$ cat src/rtl/mux_pkg.sv
// Shared types and helpers for the N-to-1 TDM mux.
// SCAN support is compiled in only when MUX_SCAN_EN is defined.
package mux_pkg;

  typedef enum logic [1:0] {
    IDLE   = 2'd0,
    MANUAL = 2'd1,
    SCAN   = 2'd2
  } state_t;

  localparam logic MODE_MANUAL = 1'b0;
  localparam logic MODE_SCAN   = 1'b1;

  function automatic int sel_w(input int n);
    int w;
    w = $clog2(n);
    return (w < 1) ? 1 : w;
  endfunction

endpackage

$ cat src/rtl/mux_scan_ptr.sv
// Wrapping channel pointer for SCAN mode (used only when MUX_SCAN_EN is defined).
// Asserting clr together with adv means "this beat used channel 0", so the pointer lands on 1.
module mux_scan_ptr
  import mux_pkg::*;
#(
  parameter  int N_CH  = 4,
  localparam int SEL_W = sel_w(N_CH)
) (
  input  logic             clk,
  input  logic             rst_n,
  input  logic             clr,
  input  logic             adv,
  output logic [SEL_W-1:0] ptr
);

  localparam logic [SEL_W-1:0] LAST = SEL_W'(N_CH - 1);
  localparam logic [SEL_W-1:0] ONE  = SEL_W'(1);

  always_ff @(posedge clk) begin
    if (!rst_n) begin
      ptr <= '0;
    end else if (clr) begin
      ptr <= adv ? ONE : '0;
    end else if (adv) begin
      ptr <= (ptr == LAST) ? '0 : ptr + ONE;
    end
  end

endmodule

$ cat src/rtl/mux_nto1_tdm.sv
// N-to-1 registered mux with manual select or round-robin SCAN and a valid/ready output.
// Define MUX_SCAN_EN to build SCAN support; otherwise mode = 1 behaves as MANUAL.
module mux_nto1_tdm
  import mux_pkg::*;
#(
  parameter  int N_CH  = 4,
  parameter  int WIDTH = 1,
  localparam int SEL_W = sel_w(N_CH)
) (
  input  logic                  clk,
  input  logic                  rst_n,
  input  logic [N_CH*WIDTH-1:0] in,
  input  logic [SEL_W-1:0]      s,
  input  logic                  enable,
  input  logic                  mode,
  output logic [WIDTH-1:0]      out,
  output logic [SEL_W-1:0]      out_ch,
  output logic                  out_valid,
  input  logic                  out_ready
);

  localparam logic [SEL_W:0] N_LIM = (SEL_W + 1)'(N_CH);

  state_t           state;
  logic             load;
  logic             scan_req;
  logic [SEL_W-1:0] idx;
  logic             idx_ok;
  logic [WIDTH-1:0] idx_data;

  assign load = !out_valid || out_ready;

`ifdef MUX_SCAN_EN
  logic [SEL_W-1:0] ptr;
  logic             entering;

  assign scan_req = enable && (mode == MODE_SCAN);
  // First beat after entering SCAN always comes from channel 0.
  assign entering = scan_req && (state != SCAN);
  assign idx      = scan_req ? (entering ? '0 : ptr) : s;

  mux_scan_ptr #(.N_CH(N_CH)) u_ptr (
    .clk   (clk),
    .rst_n (rst_n),
    .clr   (load && entering),
    .adv   (load && scan_req),
    .ptr   (ptr)
  );
`else
  // Without SCAN support, mode is read but can never request a scan.
  assign scan_req = 1'b0 & enable & (mode == MODE_SCAN);
  assign idx      = s;
`endif

  assign idx_ok = ({1'b0, idx} < N_LIM);

  always_comb begin
    idx_data = '0;
    for (int k = 0; k < N_CH; k++) begin
      if (idx == SEL_W'(k)) idx_data = in[k*WIDTH +: WIDTH];
    end
  end

  always_ff @(posedge clk) begin
    if (!rst_n) begin
      state     <= IDLE;
      out       <= '0;
      out_ch    <= '0;
      out_valid <= 1'b0;
    end else if (load) begin
      if (!enable) begin
        state     <= IDLE;
        out_valid <= 1'b0;
      end else if (scan_req) begin
        state     <= SCAN;
        out       <= idx_data;
        out_ch    <= idx;
        out_valid <= 1'b1;
      end else begin
        state <= MANUAL;
        if (idx_ok) begin
          out       <= idx_data;
          out_ch    <= idx;
          out_valid <= 1'b1;
        end else begin
          out_valid <= 1'b0;
        end
      end
    end
  end

endmodule

$ cat config.mk
export PLATFORM = sky130hd
export DESIGN_NAME = mux_nto1_tdm
export DESIGN_NICKNAME = d
export VERILOG_FILES = /design/src/rtl/mux_pkg.sv /design/src/rtl/mux_scan_ptr.sv /design/src/rtl/mux_nto1_tdm.sv
export SDC_FILE = /design/constraint.sdc
export NUM_CORES = 1
export LEC_CHECK = 0
export CORE_AREA = 2 2 39 41
export CTS_CLUSTER_DIAMETER = 120
export DETAILED_ROUTE_END_ITERATION = 12
export DIE_AREA = 0 0 41 43
export GPL_TIMING_DRIVEN = 0
export PLACE_DENSITY = 0.45
export SYNTH_ARGS = -nofsm -noshare
export SYNTH_HDL_FRONTEND = slang
export SYNTH_SLANG_ARGS = --single-unit
$ cat constraint.sdc
create_clock -name clk -period 2.5 [get_ports clk]
set_clock_uncertainty 0.2 [all_clocks]
set_input_delay 0.75 -clock clk [delete_from_list [all_inputs] [get_ports clk]]
set_output_delay 0.75 -clock clk [all_outputs]
set_load 0.05 [all_outputs]
### Word level (Yosys, flattened, before mapping)

Index checks and enable logic that the tools add are counted.

* equal/unequal tests: 3
* multiplexer cells: 5
* reduce and logical (&&, ||, !) cells: 4

Operators with widths (count)
* $mux 1: 5
* $eq 2x2->1 const B: 2
* $eq 2x1->1 const B: 1
* $logic_not 2->1: 1
* $reduce_and 2->1: 1
* $logic_not 1->1: 1
* $logic_or 1x1->1: 1

* register bits: 4
* input port bits: 11
* output and inout bits: 4
* logic and storage cells: 15

### Longest topological paths before layout

* depth in word-level cells: 5
* mapped depth: 3
* gate-level depth less buffers: 3

### Worst setup path before layout

Ideal clock, no wire load.

* kind: input-to-reg
* start: in s[0]
* end: reg out
* library setup time: 0.121 ns
* data arrival time: 1.356 ns
* required time: 2.179 ns
* path slack: 0.824 ns
* stages: 3
* path buffers: 0
* path through: mux4_2 -> nand3_2 -> a21boi_2

* longest elaborated chain between the ends: 5
* elaborated cells on any way between the ends: 8
* classes of those cells: eq/ne: 3; mux: 4; reduce/logical: 1

RTL lines
* from (decl): RTL line mux_nto1_tdm.sv:13 `input logic [SEL_W-1:0] s,`
* $logic_not 2->1: RTL line mux_nto1_tdm.sv:60 `if (idx == SEL_W'(k)) idx_data = in[k*WIDTH +: WIDTH];`
* $mux 1 (3 in series): RTL line mux_nto1_tdm.sv:60
* $mux 1 *: RTL line mux_nto1_tdm.sv:60
* to (signal assigned): RTL line mux_nto1_tdm.sv:76 `out <= idx_data;`
* to (signal assigned): RTL line mux_nto1_tdm.sv:82 `out <= idx_data;`
* to (decl): RTL line mux_nto1_tdm.sv:16 `output logic [WIDTH-1:0] out,`

Every way passes the cells marked *; elsewhere a longest branch is shown, timed or not.
A chain may end at the register's enable or synchronous reset.

### Worst setup path in the final report

* start: reg out_valid
* end: out out_valid

RTL lines
* from (decl): RTL line mux_nto1_tdm.sv:18 `output logic out_valid,`
* from (signal assigned): RTL line mux_nto1_tdm.sv:69 `out_valid <= 1'b0;`
* from (signal assigned): RTL line mux_nto1_tdm.sv:73 `out_valid <= 1'b0;`
* from (signal assigned): RTL line mux_nto1_tdm.sv:78 `out_valid <= 1'b1;`

No word-level cell between the ends.

==> qor.yml <==
dp.cells: 47
syn_inst: 18
rsz0062_at_grt: "false"
worstHoldPathType: "reg2reg"
layout-drive-gt1-share_pct: 17.65
tightestPinTransition_ps: 494.5
dpl_worst_slack_ps: 259.5
holdPathEnd: "out_ch[0]"
critPathLaunchType: "flip-flop"
post_cts_buffers: 0
yosysWarnings: 0
overflow: 0
r2r_end: "out_ch[1]"
drt-vias-per-instance: 3.720
max_freq_mhz: 429.1
pin_count: 15
start_util_pct: 13.56
drtIter0Drc: 0
hold_slack_ps: 291.1
hold_path_depth: 2
drt_pre_antenna_iters: 1
path_depth: 1
die_x_um: 41
final_cell_mix: "13 x clkdlybuf4s50_1, 4 x dfxtp_1, 3 x o21ai_0, 3 x a21boi_0, 3 x clkbuf_4"
nNetsFinal: 47
die_h_um: 43
portBuffers: 13
drc_errors: 0
area_growth_pct: 92.00
cp_max_fo: 3
final_hold_viol_count: 0
period_minus_slack_ps: 2330
clockBufferDepth: 2
p_total_uw: 200.1
grt_pass1_vias: 182
powerDensity_nw_per_um2: 555.4
drv_slew: 0
synth_seq_cells: 4
htreeDepth: 1
relSlewSlack_pct: 66.93
p_leak_nw: 0.1303
die_area_sq_um: 1763
setup.worst_path.end_class: "primary output"
grt_pass1_wl_um: 676
hp-start: "out_ch[0]"
routed_wl_um: 543
drv_cap: 0
critPathKind: "reg2out"
antenna_found_initial: 0
core_area_sq_um: 1384
status: "complete, no violations"
route.antenna.remaining_nets: 0
grt.total_usage_pct: 7.222
peakVddDrop_mv: 0.2072
setup_viol: 0
cts-root-buf: "clkbuf_4"
crit_path_max_incr_delay_ps: 810
ys_seq_area_share_pct: 42.67
clk_latency_ps: 230
rows: 14
slowest_stage: "clkdlybuf4s50_1"
crit_family: "buffers and inverters"
grt_max_degree: 5
wl_per_cell_um: 10.86
worst_r2r_path_depth: 3
syn_area_sq_um: 187.7
rr_startpoint: "out_valid"
reg2reg_slack_ps: 1370
cts_tree: "built"
cp.required_ps: 1550
post-route-period-util_pct: 93.21
setup_tns_ps: 0
stdcell_count: 50
gp_congestion: 0.6182
avgSynthCellArea_sq_um: 10.43
numCtsBuffers: 3
cp_cell_sequence: "clkdlybuf4s50_1"
synth.distinct_cells: 10
cp_num_buf_inv: 1
clkTransAtPathRegs_ps: 40
via_count: 186
final_common_cell: "clkdlybuf4s50_1"
dp_hpwl_um: 419.3
clock_sinks: 4
synth_nets: 29
setup_ws_ps: 169.8
antenna_cells: 0
hold_buffers: 0
arrival_ps: 1380
post_cts_resize_count: 0
worst max-delay path by stage:
stage | from | endpoint | slack, ps
floorplan | s[0] | out | 820
global placement | s[0] | out | 270
detailed placement | s[0] | out | 260
CTS | out_valid | out_valid | 150
global route | out_valid | out_valid | 120
finish | out_valid | out_valid | 170
metal layers:
layer  track usage (%)  share of wire (%)  up-vias  wire (um)
met5                 0                  0        -          0
met4             6.000                  0        0          0
met3             9.948                 13        0         72
met2             8.125                 39       12        212
met1             5.769                 47       75        257
li1                  -                  -       99          -
sequential cells by signal, indices dropped and copies added (netlist names):
name,count
out,1
out_ch,2
out_valid,1
metrics by stage:
step	util [%]	cell area, sq um
after CTS	26.04	360.3
after global placement	24.41	337.8
after floorplan	-	187.7
after global routing	26.04	360.3
final	26.04	360.3
after detailed placement	24.41	337.8
kinds of logic (layout without fill, tap and decap cells):
group	after synthesis	in the layout	synth area share, %
compound gates	7	7	26.00
simple gates	5	5	17.34
flops	4	4	42.67
mux	1	1	12.00
buf+inv	1	17	1.998
final cells by class:
class                   count  area (sq um)
fillers                   145          1023
multi-input cells          13         103.9
inverters                   1         3.754
repair buffers             13         130.1
flip-flops and latches      4         80.08
clock buffers               3         22.52
well taps                  16         20.02
power breakdown:
group	switching, mW	total (mW)	internal [mW]
Combinational	0.0253	0.0512	0.0259
Clock	0.0250	0.0785	0.0536
Sequential	0.00209	0.0704	0.0683
synth_stat cells:
master | number | area share [%]
nand3_2 | 1 | 5.3
a21boi_2 | 1 | 6.0
mux4_2 | 1 | 12
inv_1 | 1 | 2.0
o21ai_0 | 3 | 8.0
dfxtp_1 | 4 | 43
nand3_1 | 2 | 5.3
nand2b_1 | 1 | 3.3
nor2b_1 | 1 | 3.3
a21boi_0 | 3 | 12
worst min-delay path, stage by stage, from the launching register on:
cell and delay, ps:
dfxtp_1 300, o21ai_0 60, a21boi_0 80
Power figures use the tool's default switching activity.
